[src/rtl/instr_fetch_unit_if.sv]
// Fetch-unit bus bundle: instruction-memory req/ack, output buffer valid/ready
// and execute-stage redirect. The master modport is the fetch unit's side.
interface instr_fetch_unit_if #(
    parameter int unsigned PC_WIDTH = 9
);
    logic                imem_req;
    logic [PC_WIDTH-1:0] imem_addr;
    logic                imem_ack;
    logic [31:0]         imem_rdata;
    logic                instr_valid;
    logic                instr_ready;
    logic [31:0]         instr;
    logic [PC_WIDTH-1:0] instr_pc;
    logic                redirect_valid;
    logic [PC_WIDTH-1:0] redirect_target;

    modport master (
        output imem_req, imem_addr,
        input  imem_ack, imem_rdata,
        output instr_valid, instr, instr_pc,
        input  instr_ready,
        input  redirect_valid, redirect_target
    );

    modport slave (
        input  imem_req, imem_addr,
        output imem_ack, imem_rdata,
        input  instr_valid, instr, instr_pc,
        output instr_ready,
        output redirect_valid, redirect_target
    );
endinterface

[src/rtl/instr_fetch_unit.sv]
// Instruction-fetch front end: PC, single-outstanding imem req/ack, one-entry output
// buffer, redirects and halt detection. FETCH_COUNT_EN adds a delivered-instruction counter.
module instr_fetch_unit #(
    parameter int unsigned         PC_WIDTH = 9,
    parameter logic [PC_WIDTH-1:0] RESET_PC = '0
) (
    input  logic               clk,
    input  logic               reset,
    instr_fetch_unit_if.master bus,
    output logic               halted
`ifdef FETCH_COUNT_EN
    ,
    output logic [31:0]        fetch_count
`endif
);

    // Encoding puts imem_req in bit 0 and halted in bit 2 so both come straight off flops.
    typedef enum logic [2:0] {
        StReady  = 3'b000,
        StBusy   = 3'b001,
        StFlush  = 3'b011,
        StHalted = 3'b100
    } state_e;

    state_e              state_q;
    logic [PC_WIDTH-1:0] pc_q;
    logic [PC_WIDTH-1:0] addr_q;
    logic [31:0]         instr_q;
    logic [PC_WIDTH-1:0] instr_pc_q;
    logic                valid_q;

    logic                handshake;
    logic                halt_fetched;
    logic [PC_WIDTH-1:0] target;
    logic [PC_WIDTH-1:0] next_seq_pc;

    assign handshake    = valid_q & bus.instr_ready;
    assign halt_fetched = (bus.imem_rdata[6:0] == 7'b1111111);
    assign target       = bus.redirect_target & ~PC_WIDTH'(3);
    assign next_seq_pc  = addr_q + PC_WIDTH'(4);

    always_ff @(posedge clk or negedge reset) begin
        if (!reset) begin
            state_q    <= StReady;
            pc_q       <= RESET_PC;
            addr_q     <= '0;
            instr_q    <= '0;
            instr_pc_q <= '0;
            valid_q    <= 1'b0;
        end else begin
            // Delivery or any redirect empties the buffer; a BUSY ack below may refill it.
            if (handshake || bus.redirect_valid) begin
                valid_q <= 1'b0;
            end

            case (state_q)
                StReady: begin
                    if (bus.redirect_valid) begin
                        pc_q <= target;
                    end else if (!valid_q || handshake) begin
                        state_q <= StBusy;
                        addr_q  <= pc_q;
                    end
                end
                StBusy: begin
                    if (bus.redirect_valid) begin
                        pc_q    <= target;
                        state_q <= bus.imem_ack ? StReady : StFlush;
                    end else if (bus.imem_ack) begin
                        instr_q    <= bus.imem_rdata;
                        instr_pc_q <= addr_q;
                        valid_q    <= 1'b1;
                        pc_q       <= next_seq_pc;
                        state_q    <= halt_fetched ? StHalted : StReady;
                    end
                end
                StFlush: begin
                    // Request stays at the stale address until memory answers it.
                    if (bus.redirect_valid) begin
                        pc_q <= target;
                    end
                    if (bus.imem_ack) begin
                        state_q <= StReady;
                    end
                end
                StHalted: begin
                    if (bus.redirect_valid) begin
                        pc_q    <= target;
                        state_q <= StReady;
                    end
                end
                default: state_q <= StReady;
            endcase
        end
    end

    assign bus.imem_req    = state_q[0];
    assign bus.imem_addr   = addr_q;
    assign bus.instr_valid = valid_q;
    assign bus.instr       = instr_q;
    assign bus.instr_pc    = instr_pc_q;
    assign halted          = state_q[2];

`ifdef FETCH_COUNT_EN
    logic [31:0] count_q;

    always_ff @(posedge clk or negedge reset) begin
        if (!reset) begin
            count_q <= '0;
        end else if (handshake && (count_q != 32'hFFFF_FFFF)) begin
            count_q <= count_q + 32'd1;
        end
    end

    assign fetch_count = count_q;
`endif

endmodule

[src/flat_wrapper.sv]
// flat-port wrapper written by rule: the top's interface ports become plain ports
module instr_fetch_unit_flat 
#(
    parameter int unsigned         PC_WIDTH = 9,
    parameter logic [PC_WIDTH-1:0] RESET_PC = '0
)
  (clk, reset, halted, bus_imem_req, bus_imem_addr, bus_imem_ack, bus_imem_rdata, bus_instr_valid, bus_instr, bus_instr_pc, bus_instr_ready, bus_redirect_valid, bus_redirect_target);
  instr_fetch_unit_if #(.PC_WIDTH(PC_WIDTH)) bus_i ();
  input  logic clk;
  input  logic reset;
  output logic halted;
  output wire logic [$bits(bus_i.imem_req)-1:0] bus_imem_req;
  output wire logic [$bits(bus_i.imem_addr)-1:0] bus_imem_addr;
  input wire logic [$bits(bus_i.imem_ack)-1:0] bus_imem_ack;
  input wire logic [$bits(bus_i.imem_rdata)-1:0] bus_imem_rdata;
  output wire logic [$bits(bus_i.instr_valid)-1:0] bus_instr_valid;
  output wire logic [$bits(bus_i.instr)-1:0] bus_instr;
  output wire logic [$bits(bus_i.instr_pc)-1:0] bus_instr_pc;
  input wire logic [$bits(bus_i.instr_ready)-1:0] bus_instr_ready;
  input wire logic [$bits(bus_i.redirect_valid)-1:0] bus_redirect_valid;
  input wire logic [$bits(bus_i.redirect_target)-1:0] bus_redirect_target;
  assign bus_imem_req = bus_i.imem_req;
  assign bus_imem_addr = bus_i.imem_addr;
  assign bus_i.imem_ack = bus_imem_ack;
  assign bus_i.imem_rdata = bus_imem_rdata;
  assign bus_instr_valid = bus_i.instr_valid;
  assign bus_instr = bus_i.instr;
  assign bus_instr_pc = bus_i.instr_pc;
  assign bus_i.instr_ready = bus_instr_ready;
  assign bus_i.redirect_valid = bus_redirect_valid;
  assign bus_i.redirect_target = bus_redirect_target;
  instr_fetch_unit #(.PC_WIDTH(PC_WIDTH), .RESET_PC(RESET_PC)) u_core (.clk(clk), .reset(reset), .bus(bus_i), .halted(halted));
endmodule
[config.mk]
export PLATFORM = sky130hd
export DESIGN_NAME = instr_fetch_unit_flat
export DESIGN_NICKNAME = d
export VERILOG_FILES = /design/src/rtl/instr_fetch_unit_if.sv /design/src/rtl/instr_fetch_unit.sv /design/src/flat_wrapper.sv
export SDC_FILE = /design/constraint.sdc
export NUM_CORES = 1
export LEC_CHECK = 0
export CORE_MARGIN = 3
export CORE_UTILIZATION = 44
export CTS_BUF_LIST = sky130_fd_sc_hd__clkbuf_16
export DETAILED_ROUTE_END_ITERATION = 10
export PLACE_DENSITY_LB_ADDON = 0.1
export SYNTH_ARGS = -nofsm -noshare
export SYNTH_HDL_FRONTEND = slang
export SYNTH_SLANG_ARGS = --single-unit
export TNS_END_PERCENT = 30
[constraint.sdc]
create_clock -name clk -period 2.1 [get_ports clk]
set_input_delay 0.42 -clock clk [delete_from_list [all_inputs] [get_ports clk]]
set_output_delay 0.42 -clock clk [all_outputs]
set_load 0.1 [all_outputs]
==> impl_metrics.env, run 1 <==
export IMPL_status="finished, final reports clean"
export IMPL_skew_ns=0.00568
export IMPL_yosysTopAreaCell="dfrtp_1"
export IMPL_power_frac_clock_pct=19.1
export IMPL_crit_path_end_kind="register"
export IMPL_vias_per_cell=4.79
export IMPL_drt_total_wl_mm=5.96
export IMPL_multiInputGateArea_um2=985
export IMPL_p_int_w=0.00315
export IMPL_fin_crit_sh_pct=83.2
export IMPL_synthToLayoutAreaGrowth_pct=47.9
export IMPL_power_frac_comb_pct=53.3
export IMPL_cts_max_level=3
export IMPL_place_gp_congestion=0.772
export IMPL_cts_resized=0
export IMPL_synth_top_area_share_pct=60.0
export IMPL_max_slew_margin_rel_pct=68.3
export IMPL_crit_type="input pin to register"
export IMPL_finalHoldViolCount=0
export IMPL_drc=0
export IMPL_hold_path_class="input pin to asynchronous set/reset pin"
export IMPL_n_antenna_cell=0
export IMPL_vias=2138
export IMPL_startpoint_type="input pin"
export IMPL_worst_skew_pair_late_latency_ns=0.32
export IMPL_gr_usage_all_layers_pct=18.3
export IMPL_powerDensity_nw_per_um2=1730
export IMPL_post_route_util_pct=68.9
export IMPL_reg2reg_to="u_core.pc_q[6]$_DFFE_PN0P_"
export IMPL_leakagePower_nw=1.98
export IMPL_synth_main_ff_cell="dfrtp_1"
export IMPL_syn_instance_count=262
export IMPL_cts_root_buffer="clkbuf_16"
export IMPL_initial_utilization_pct=46.6
export IMPL_die_area_um2=6940
export IMPL_portBuffers=96
export IMPL_grt_max_degree=48
export IMPL_seq_area_frac_synth_pct=60.0
export IMPL_fmax_mhz=572
export IMPL_ys_warnings_count=0
export IMPL_switchingPower_w=0.00356
export IMPL_die_x_um=83.3
export IMPL_grt_overflow_total=0
export IMPL_muxShareOfSynthArea_pct=7.43
export IMPL_yosys_area_share_simple_pct=23.4
export IMPL_sw_frac_of_total_pct=53.1
export IMPL_synth_xor_area_share_pct=1.67
export IMPL_ios=99
export IMPL_setup_viol=0
export IMPL_synthArstFlopShare_pct=100
export IMPL_synth_ff_latch_count=63
export IMPL_layout_drive_gt1_share_pct=25.1
export IMPL_peakVddDrop_mv=1.18
export IMPL_worstPathMaxFanout=5
export IMPL_r2r_start="u_core.state_q[0]$_DFFE_PN0P_"
export IMPL_seq_area_um2=1580
export IMPL_grt_pass1_wl_mm=10.2
export IMPL_synth_adder_area_share_pct=0.476
export IMPL_hold_buffers=0
export IMPL_avgRoutedWirePerCell_um=13.4
export IMPL_tightest_slew_ns=0.474
export IMPL_synthTopCellsByCount="128 x nand2_1, 63 x dfrtp_1, 9 x mux2_4, 6 x mux2i_1"
export IMPL_hpwl_mm=4.28
export IMPL_synth_top_family_by_area="simple AND/OR/NAND/NOR gates"
export IMPL_postSynthNetCount=309
export IMPL_r2r_cells=4
export IMPL_die_h_um=83.3
export IMPL_drtIter0Drc=88
export IMPL_synth_distinct_cells=30
export IMPL_clock_path_buffers=2
export IMPL_post_cts_setup_buffers=0
export IMPL_synth_area_um2=2630
export IMPL_synthTopCellsByArea="dfrtp_1 60%, nand2_1 18%, mux2_4 5.1%"
export IMPL_numCtsBuffers=9
export IMPL_core_area_um2=5640
export IMPL_cap_violations=0
export IMPL_fill_cells=461
export IMPL_worstPathRequired_ns=2.30
export IMPL_tritoncts="built"
export IMPL_antenna_found_initial=0
export IMPL_rsz0062_at_grt="false"
export IMPL_dr_pass1_iters=4
export IMPL_synth_edf_count=0
export IMPL_pwr_share_seq_pct=27.5
export IMPL_final_setup_tns_ns=0
export IMPL_drv_slew=0
export IMPL_clock_sinks=63
export IMPL_rrSetupSlack_ns=0.45
export IMPL_syn_avg_cell_area_um2=10.0
export IMPL_synth_most_common_cell="nand2_1"
export IMPL_synth_compound_area_share_pct=4.24
export IMPL_clk_pin_slew_ns=0.05
export IMPL_num_rows=27
export IMPL_period_needed_ns=1.75
export IMPL_drtAntennaViolNets=0
export IMPL_nets=416
export IMPL_first_global_vias=2087
export IMPL_arrival_ns=1.94
[routing by layer]
layer | routed length, µm | GRT usage [%] | share of wire (%)
met5 | 0 | 0 | 0
met2 | 2810 | 28.4 | 47
met3 | 317 | 4.27 | 5.3
met1 | 2760 | 24.8 | 46
met4 | 70 | 7.58 | 1.2
[layout make-up]
cell class | count | area share (%)
tap | 72 | 2.32
sequential | 63 | 40.6
multi-input combinational | 184 | 25.3
clock inverter | 7 | 1.03
clock buffer | 9 | 5.79
timing repair buffer | 107 | 24.6
inverter | 4 | 0.386
[layout by cell type, fill, tap and decap left out, types with 2 or more instances in the layout]
master           instances
nor2_1                   3
o21ai_1                  4
buf_4                   60
clkinv_1                 2
clkinv_2                 2
dfrtp_1                 63
inv_1                    4
buf_12                   4
clkbuf_16                9
nand3_1                  4
clkdlybuf4s50_1         42
xnor2_1                  4
clkinvlp_4               3
a22o_1                   2
mux2i_1                  6
nor3b_1                  4
a221oi_1                 2
nand2_1                128
o21ai_0                  3
mux2_4                   9
and2_1                   2
[worst max-delay path by stage]
| stage | start | end | depth (start not counted) |
|---|---|---|---|
| floorplan | u_core.state_q[2]$_DFFE_PN0P_ | u_core.pc_q[5]$_DFFE_PN0P_ | 4 |
| global placement | bus_redirect_valid | u_core.bus.imem_addr[0]$_DFFE_PN0P_ | 6 |
| detailed placement | bus_redirect_valid | u_core.bus.imem_addr[5]$_DFFE_PN0P_ | 6 |
| CTS | bus_redirect_valid | u_core.bus.imem_addr[5]$_DFFE_PN0P_ | 6 |
| global route | bus_redirect_valid | u_core.bus.instr[18]$_DFFE_PN0P_ | 7 |
| finish | bus_redirect_valid | u_core.bus.imem_addr[5]$_DFFE_PN0P_ | 6 |
[worst max-delay path, stage by stage]
cell and delay (ns):
clkdlybuf4s50_1 0.51, nor2_4 0.13, nand2_1 0.06, or3_1 0.33, buf_4 0.18, mux2_4 0.29
[stage by stage]
stage | worst slack, ns | instances | instance area [µm²] | hold WS [ns] | power (W)
floorplan | 0.0551 | 262 | 2630 | 0.124 | 0.00463
global placement | 0.0355 | 430 | 3620 | 0.367 | 0.00543
detailed placement | 0.0292 | 430 | 3620 | 0.373 | 0.00547
CTS | 0.361 | 446 | 3890 | 0.0352 | 0.00678
global route | 0.268 | 446 | 3890 | 0.0525 | 0.00702
finish | 0.353 | 446 | 3890 | 0.0309 | 0.00672
[power groups by stage]
stage                     registers (W)  logic, W  clock network (W)
final                           0.00185   0.00358            0.00128
after global routing            0.00191   0.00372            0.00139
after CTS                       0.00185   0.00361            0.00131
after detailed placement        0.00187   0.00361                  0
after global placement          0.00185   0.00358                  0
after floorplan                 0.00410  0.000525                  0
[registers in the layout (all words and copies together), names as in the netlist]
name	count
u_core.bus.instr_pc	9
u_core.pc_q	9
u_core.bus.instr_valid	1
u_core.bus.instr	32
u_core.state_q	3
u_core.bus.imem_addr	9
[cells by family after synthesis]
group / after synthesis
AO/OA/AOI/OAI: 14
XOR/XNOR: 5
adder cells (fa/ha/maj): 1
buffers and inverters: 15
flip-flops: 63
multiplexers: 15
AND/OR/NAND/NOR: 149
(Power assumes the default switching activity.)
==> run 2, diff against run 1 <==
clock period = 1.7 ns   (was 2.1 ns; I/O delays follow)
==> run 2 against run 1 <==
Critical path depth unchanged. Via count increased by 8.7%. Clock power increased by 35%. Register-to-register slack got worse by 0.39 ns. Power increased by 46%. Sequential power increased by 37%. Non-clock buffer count increased by 14. Clock skew increased by 0.00097 ns. Cell area increased by 21%. Clock-buffer cell count unchanged. Core utilization increased by 15 points. Die area unchanged.
==> impl_metrics.env, run 2 (synthesis gave the netlist of run 1 again) <==
export IMPL_drv_slew=0
export IMPL_tightest_slew_ns=0.447
export IMPL_fmax_mhz=594
export IMPL_grt_max_degree=64
export IMPL_drt_total_wl_mm=7.68
export IMPL_seq_area_um2=1590
export IMPL_clock_path_buffers=2
export IMPL_critPathLaunch="bus_instr_ready"
export IMPL_hpwl_mm=4.98
export IMPL_slowest_delay_ns=0.49
export IMPL_clk_pin_slew_ns=0.05
export IMPL_layout_common_cells="126 x nand2_1, 56 x buf_12, 56 x dfrtp_1"
export IMPL_dr_pass1_iters=4
export IMPL_clock_sinks=63
export IMPL_slowest_stage="clkdlybuf4s50_1"
export IMPL_die_h_um=83.3
export IMPL_gr_usage_all_layers_pct=22.8
export IMPL_post_route_util_pct=83.7
export IMPL_largest_reg_flops=32
export IMPL_die_x_um=83.3
export IMPL_nets=430
export IMPL_cts_root_buffer="clkbuf_16"
export IMPL_skew_ns=0.00665
export IMPL_r2r_cells=5
export IMPL_peakVddDrop_mv=1.61
export IMPL_portBuffers=96
export IMPL_worst_skew_pair_late_latency_ns=0.32
export IMPL_period_needed_ns=1.68
export IMPL_place_gp_congestion=0.774
export IMPL_r2r_start="u_core.state_q[1]$_DFFE_PN0P_"
export IMPL_cap_violations=0
export IMPL_vias=2323
export IMPL_n_antenna_cell=0
export IMPL_path_cells="clkdlybuf4s50_1 -> nand2b_4 -> nand2_2 -> or3_4 -> buf_4 -> mux2_4"
export IMPL_fill_cells=306
export IMPL_cp_top_family="buffers and inverters"
export IMPL_grt_pass1_wl_mm=12.4
export IMPL_fin_crit_sh_pct=99.0
export IMPL_crit_type="input pin to register"
export IMPL_drtIter0Drc=88
export IMPL_drc=0
export IMPL_fin_cells=460
export IMPL_rsz0062_at_grt="true"
export IMPL_cts_max_level=3
export IMPL_first_global_vias=2450
export IMPL_reg2reg_to="u_core.bus.imem_addr[8]$_DFFE_PN0P_"
export IMPL_vias_per_cell=5.05
export IMPL_tritoncts="built"
export IMPL_core_area_um2=5640
export IMPL_dp_cells=441
export IMPL_worstPathRequired_ns=1.90
export IMPL_hold_path_class="input pin to asynchronous set/reset pin"
export IMPL_multiInputGateArea_um2=1030
export IMPL_finalHoldViolCount=0
export IMPL_leakagePower_nw=2.29
export IMPL_drtAntennaViolNets=0
export IMPL_avgRoutedWirePerCell_um=16.7
export IMPL_mostFrequentLayoutCell="nand2_1"
export IMPL_layout_drive_gt1_share_pct=30.9
export IMPL_max_slew_margin_rel_pct=69.8
export IMPL_num_rows=27
export IMPL_initial_utilization_pct=46.6
export IMPL_powerDensity_nw_per_um2=2070
export IMPL_crit_path_end_kind="register"
export IMPL_rrSetupSlack_ns=0.06
export IMPL_startpoint_type="input pin"
export IMPL_antenna_found_initial=0
export IMPL_synthToLayoutAreaGrowth_pct=79.7
export IMPL_status="finished, final reports clean"
export IMPL_numCtsBuffers=9
export IMPL_critPathBufInv=2
export IMPL_setup_viol=0
export IMPL_die_area_um2=6940
export IMPL_arrival_ns=1.88
export IMPL_worstPathMaxFanout=5
export IMPL_grt_overflow_total=0
export IMPL_ios=99
-- run 2: changes by cell type in the layout (fill, tap and decap cells not counted), sizes merged --
cell,before,now
clkinvlp,3,0
inv,4,6
dlymetal6s2s,0,1
bufinv,0,1
buf,65,79
clkdlybuf4s50,42,41
-- run 2: worst register-to-register path, cell delays in order, from the launching register on --
cell and delay, ns:
dfrtp_1 0.45, nor2_4 0.17, nand2_2 0.09, or3_4 0.34, buf_4 0.18, mux2_4 0.29
-- run 2: layer usage --
metal  part of all wire [%]  track usage [%]
met1                     39             26.1
met2                     54             39.5
met3                    5.2             7.44
met4                    1.8             8.92
met5                      0                0
-- run 2: through the flow --
stage / hold WS (ns) / TNS [ns] / instance area [µm²] / total power (W) / worst slack (ns)
2_1_floorplan: 0.0444 / -1.71 / 2640 / 0.00573 / -0.190
3_3_place_gp: 0.378 / -8.22 / 4370 / 0.00794 / -0.294
3_5_place_dp: 0.373 / -9.60 / 4370 / 0.00803 / -0.387
4_1_cts: 0.0345 / 0 / 4680 / 0.00983 / 0.0114
5_1_grt: 0.0349 / -0.0169 / 4720 / 0.0101 / -0.00977
6_report: 0.00760 / 0 / 4720 / 0.00980 / 0.0169
-- run 2: power breakdown --
part / switching [W] / total [W] / internal [W]
clock network: 0.000620 / 0.00173 / 0.00111
logic: 0.00353 / 0.00553 / 0.00200
registers: 0.000581 / 0.00254 / 0.00196
total: 0.00473 / 0.00980 / 0.00507
-- run 2: area by class of cell --
class / count / area share, %
Clock buffer: 9 / 4.77
Sequential cell: 63 / 33.6
Multi-Input combinational cell: 184 / 21.7
Timing Repair Buffer: 121 / 36.5
Tap cell: 72 / 1.91
Clock inverter: 7 / 1.19
Inverter: 4 / 0.318
-- run 2: how the worst max path moves through the flow --
stage	end	slack, ns	cells after the start
2_1_floorplan	u_core.bus.imem_addr[2]$_DFFE_PN0P_	-0.19	5
3_3_place_gp	u_core.pc_q[8]$_DFFE_PN0P_	-0.29	5
3_5_place_dp	u_core.pc_q[8]$_DFFE_PN0P_	-0.39	5
4_1_cts	u_core.bus.imem_addr[6]$_DFFE_PN0P_	0.01	6
5_1_grt	u_core.pc_q[2]$_DFFE_PN0P_	-0.01	6
6_report	u_core.bus.imem_addr[8]$_DFFE_PN0P_	0.02	6
-- run 2: timing repair --
action / in CTS / in global routing
pin swaps: 1 / 1
buffers inserted: 3 / 0
setup endpoints to repair: 3 / 39
cloned: 0 / 0
gates resized for setup: 2 / 9
hold buffers: 0 / 0
==> run 3, diff against run 2 <==
CORE_UTILIZATION = 40   (was 44)
SKIP_LAST_GASP = 1   (was unset)
clock period = 1.45 ns   (was 1.7 ns; I/O delays follow)
==> run 3 against run 2 <==
The flow now finishes with violations (negative setup slack). Sequential share of layout area shrank 0.27 points. Sequential cell count is the same. Clock power up 16%. Final cell count rose by 0.65%. Critical path type is now register to register. Critical endpoint is now u_core.pc_q[2]$_DFFE_PN0P_.
==> impl_metrics.env, run 3 (synthesis gave the netlist of run 1 again) <==
export IMPL_status="finished, violations left"
export IMPL_violations="negative setup slack"
export IMPL_drc=0
export IMPL_grt_overflow_total=0
export IMPL_hold_path_class="input pin to asynchronous set/reset pin"
export IMPL_slowest_delay_ns=0.50
export IMPL_cts_max_level=3
export IMPL_skew_ns=0.00591
export IMPL_leakagePower_nw=2.30
export IMPL_tightest_slew_ns=0.344
export IMPL_nets=430
export IMPL_rsz0062_at_grt="true"
export IMPL_die_area_um2=7580
export IMPL_initial_utilization_pct=42.9
export IMPL_n_antenna_cell=0
export IMPL_layout_drive_gt1_share_pct=32.0
export IMPL_slowest_stage="dfrtp_4"
export IMPL_vias=2219
export IMPL_max_slew_margin_rel_pct=77.0
export IMPL_startpoint_type="register"
export IMPL_worstPathMaxFanout=6
export IMPL_drv_slew=0
export IMPL_first_global_vias=2410
export IMPL_period_needed_ns=1.57
export IMPL_tritoncts="built"
export IMPL_die_h_um=87.1
export IMPL_clock_path_buffers=2
export IMPL_vias_per_cell=4.79
export IMPL_worst_slack_ns=-0.120
export IMPL_synthToLayoutAreaGrowth_pct=82.7
export IMPL_drt_total_wl_mm=6.85
export IMPL_peakVddDrop_mv=1.86
export IMPL_layout_common_cells="126 x nand2_1, 59 x buf_12, 53 x dfrtp_1"
export IMPL_fmax_mhz=637
export IMPL_num_rows=28
export IMPL_clk_pin_slew_ns=0.05
export IMPL_final_cell_area_um2=4800
export IMPL_numCtsBuffers=9
export IMPL_cts_root_buffer="clkbuf_16"
export IMPL_arrival_ns=1.77
export IMPL_path_cells="and2b_4 -> a211oi_4 -> buf_12 -> mux2i_2 -> o21ai_1"
export IMPL_grt_max_degree=64
export IMPL_mostFrequentLayoutCell="nand2_1"
export IMPL_post_route_util_pct=78.3
export IMPL_crit_type="register to register"
export IMPL_die_x_um=87.1
export IMPL_place_area_um2=4400
export IMPL_hold_slack_ns=0.490
export IMPL_drtIter0Drc=110
export IMPL_worst_skew_pair_late_latency_ns=0.32
export IMPL_crit_path_end_kind="register"
export IMPL_antenna_found_initial=0
export IMPL_worstPathRequired_ns=1.65
export IMPL_powerDensity_nw_per_um2=2410
export IMPL_grt_pass1_wl_mm=11.7
export IMPL_largest_reg_flops=32
export IMPL_ios=99
export IMPL_setup_viol=22
export IMPL_hpwl_mm=4.80
export IMPL_fin_crit_sh_pct=108
export IMPL_avgRoutedWirePerCell_um=14.8
export IMPL_clock_sinks=63
export IMPL_dp_slack_ns=-0.452
export IMPL_dr_pass1_iters=4
export IMPL_drtAntennaViolNets=0
export IMPL_place_gp_congestion=0.828
export IMPL_gr_usage_all_layers_pct=20.4
export IMPL_core_area_um2=6130
export IMPL_cap_violations=0
export IMPL_fill_cells=362
export IMPL_portBuffers=96
export IMPL_finalHoldViolCount=0
## run 3: cell types whose count changed in the layout (fill, tap and decap cells not counted), sizes merged
cell | before | now
dlymetal6s2s | 1 | 0
buf | 79 | 78
dlygate4sd2 | 0 | 1
dlygate4sd3 | 0 | 1
## run 3: path summary, 6_finish.rpt
| kind | cells past startpoint | start | slack, ns | to |
|---|---|---|---|---|
| setup / recovery | 5 | u_core.state_q[0]$_DFFE_PN0P_ | -0.12 | u_core.pc_q[2]$_DFFE_PN0P_ |
| hold / removal | 3 | reset | 0.49 | u_core.bus.instr[1]$_DFFE_PN0P_ |
| setup reg to reg | 5 | u_core.state_q[0]$_DFFE_PN0P_ | -0.12 | u_core.pc_q[2]$_DFFE_PN0P_ |
| hold reg to reg | 2 | u_core.pc_q[4]$_DFFE_PN0P_ | 0.50 | u_core.pc_q[4]$_DFFE_PN0P_ |
| max in group asynchronous | 3 | reset | 0.64 | u_core.bus.instr_valid$_DFF_PN0_ |
| min in group clk | 3 | bus_imem_rdata[19] | 0.49 | u_core.bus.instr[19]$_DFFE_PN0P_ |
## run 3: report_power, final
part / internal, W / switching (W)
clock: 0.00130 / 0.000710
sequential: 0.00232 / 0.000610
combinational: 0.00243 / 0.00420
## run 3: final cells by class
type | instances | area [µm²] | share of cell area, %
repair buffers | 121 | 1760 | 36.7
flip-flops and latches | 63 | 1600 | 33.4
multi-input cells | 184 | 1050 | 21.8
clock buffers | 9 | 225 | 4.69
well taps | 75 | 93.8 | 1.95
clock inverters | 7 | 56.3 | 1.17
inverters | 4 | 15.0 | 0.313
## run 3: routing by layer
layer | global-route usage [%] | vias up | share of wire (%)
met3 | 5.20 | 16 | 6.0
met2 | 33.3 | 71 | 50
met1 | 24.8 | 1046 | 41
met4 | 10.3 | 0 | 2.5
met5 | 0 | - | 0
li1 | - | 1086 | -
## run 3: metrics by stage
step	setup TNS (ns)	power, W	instances
detailed placement	-17.96	0.00950	442
global route	-4.96	0.0120	463
CTS	-3.69	0.0116	460
floorplan	-9.84	0.00676	262
global placement	-16.75	0.00940	442
finish	-1.53	0.0116	463
## run 3: repair_timing
action	CTS	global route
hold buffers	1	0
gates resized for setup	11	9
buffers inserted	1	3
endpoints found under the hold margin	63	0
setup endpoints to repair	59	61
pin swaps	4	2
## run 3: critical path: cells and delay by family, from the launching register on
family          cells  cell delay, ns
flops               1            0.50
compound gates      2            0.34
simple gates        1            0.22
mux                 1            0.22
buf+inv             1            0.16
==> patch: new RTL, config.mk and constraints of run 3 <==
`PC_WIDTH` is set to 9 in 3 places; all go to 18.
--- a/src/rtl/instr_fetch_unit_if.sv
+++ b/src/rtl/instr_fetch_unit_if.sv
@@ -1,7 +1,7 @@
 // Fetch-unit bus bundle: instruction-memory req/ack, output buffer valid/ready
 // and execute-stage redirect. The master modport is the fetch unit's side.
 interface instr_fetch_unit_if #(
-    parameter int unsigned PC_WIDTH = 9
+    parameter int unsigned PC_WIDTH = 18
 );
     logic                imem_req;
     logic [PC_WIDTH-1:0] imem_addr;
--- a/src/rtl/instr_fetch_unit.sv
+++ b/src/rtl/instr_fetch_unit.sv
@@ -1,7 +1,7 @@
 // Instruction-fetch front end: PC, single-outstanding imem req/ack, one-entry output
 // buffer, redirects and halt detection. FETCH_COUNT_EN adds a delivered-instruction counter.
 module instr_fetch_unit #(
-    parameter int unsigned         PC_WIDTH = 9,
+    parameter int unsigned         PC_WIDTH = 18,
     parameter logic [PC_WIDTH-1:0] RESET_PC = '0
 ) (
     input  logic               clk,
--- a/src/flat_wrapper.sv
+++ b/src/flat_wrapper.sv
@@ -1,7 +1,7 @@
 // flat-port wrapper written by rule: the top's interface ports become plain ports
 module instr_fetch_unit_flat 
 #(
-    parameter int unsigned         PC_WIDTH = 9,
+    parameter int unsigned         PC_WIDTH = 18,
     parameter logic [PC_WIDTH-1:0] RESET_PC = '0
 )
   (clk, reset, halted, bus_imem_req, bus_imem_addr, bus_imem_ack, bus_imem_rdata, bus_instr_valid, bus_instr, bus_instr_pc, bus_instr_ready, bus_redirect_valid, bus_redirect_target);
Interface: changed (resized bus_imem_addr, bus_instr_pc and bus_redirect_target); port bits go from 99 to 126. The function was not compared with the original's and may differ.
==> patch against run 3 <==
The flow finishes with violations (hold timing, setup timing); count of clock-buffer cells in the layout stayed put; cell area is 47% higher; routed wire length is 54% higher; worst setup slack worse by 0.020 ns; sequential cell count is 27 higher; area after synthesis is 48% higher; final cell count is 30% higher; hold slack worse by 0.53 ns.
Power is not shown: default switching activity piles up to over one toggle a cycle in this logic, so the estimate is an artifact.
==> patch: results (changes against run 3) <==
metric,value,unit,change
largest net degree at the start of global routing,91,,+42%
First DRT Iteration DRCs,91,,-17%
Post-synth top cells,"dfrtp_1 (90), mux2_2 (57), nand2_1 (26)",,
via count of the first global-routing pass,3218,,+34%
Post-Syn Instances,293,,+12%
Rel. slew slack,66.4,%,-11 points
post-synthesis mux area share,22.7,%,+15 points
Final #Nets,522,,+21%
detailed route wirelength on metal3,500,um,+23%
Post-Syn Nets,349,,+13%
Post-Place Setup Slack,-0.469,ns,-0.0166 ns
met1 Resource Use GR,25.8,%,+1.0 points
port bufs,123,,+28%
Routed WL,10500,um,+54%
# setup viols final,87,,+300%
TNS Setup,-7.93,ns,-6.40 ns
Final Worst Setup Slack,-0.140,ns,-0.0204 ns
Crit Path Max Fanout,9,,+3
"Core Util, Final",75.6,%,-2.8 points
CP arrival,1.81,ns,+0.04 ns
Post-CTS Resized,34,,+23
grt met2 use,31.8,%,-1.5 points
Netlist cell types,36,,+20%
R2R Path Start,u_core.bus.instr_valid$_DFF_PN0_,,
XOR/XNOR Fraction of Synth Area,3.16,%,+1.5 points
r2r endpoint,u_core.bus.imem_addr[5]$_DFFE_PN0P_,,
"Hold Vio Cnt, Final",23,,+23
routability cong.,0.760,,-8.2%
WHS,-0.0420,ns,-0.532 ns
Adder-Cell Fraction of Synth Area,0.323,%,-0.15 points
failing checks,"hold timing, setup timing",,
status,"finished, violations left",,
"Setup Fix Bufs, Post-CTS",4,,+3
most area-consuming cells after synthesis,"dfrtp_1 (58%), mux2_2 (17%), mux2_4 (3.9%)",,
first-pass GRT wire length,16800,um,+44%
routed len/inst,17.5,um,+19%
[patch: how the worst max path moves through the flow]
stage                                           from                                   end  slack (ns)  cells after the start
finish              u_core.bus.instr_valid$_DFF_PN0_   u_core.bus.imem_addr[5]$_DFFE_PN0P_       -0.14                      5
floorplan           u_core.bus.instr_valid$_DFF_PN0_  u_core.bus.imem_addr[15]$_DFFE_PN0P_       -0.34                      6
detailed placement                   bus_instr_ready  u_core.bus.imem_addr[16]$_DFFE_PN0P_       -0.47                      6
global placement                     bus_instr_ready   u_core.bus.imem_addr[5]$_DFFE_PN0P_       -0.43                      6
CTS                    u_core.state_q[1]$_DFFE_PN0P_  u_core.bus.imem_addr[16]$_DFFE_PN0P_       -0.14                      5
global route           u_core.state_q[1]$_DFFE_PN0P_            u_core.pc_q[1]$_DFFE_PN0P_       -0.17                      6
[patch: layout make-up]
type	count	share of cell area, %
repair buffers	174	35.9
flip-flops and latches	90	32.6
multi-input cells	188	25.2
clock buffers	9	3.19
well taps	129	2.29
clock inverters	7	0.621
inverters	3	0.195
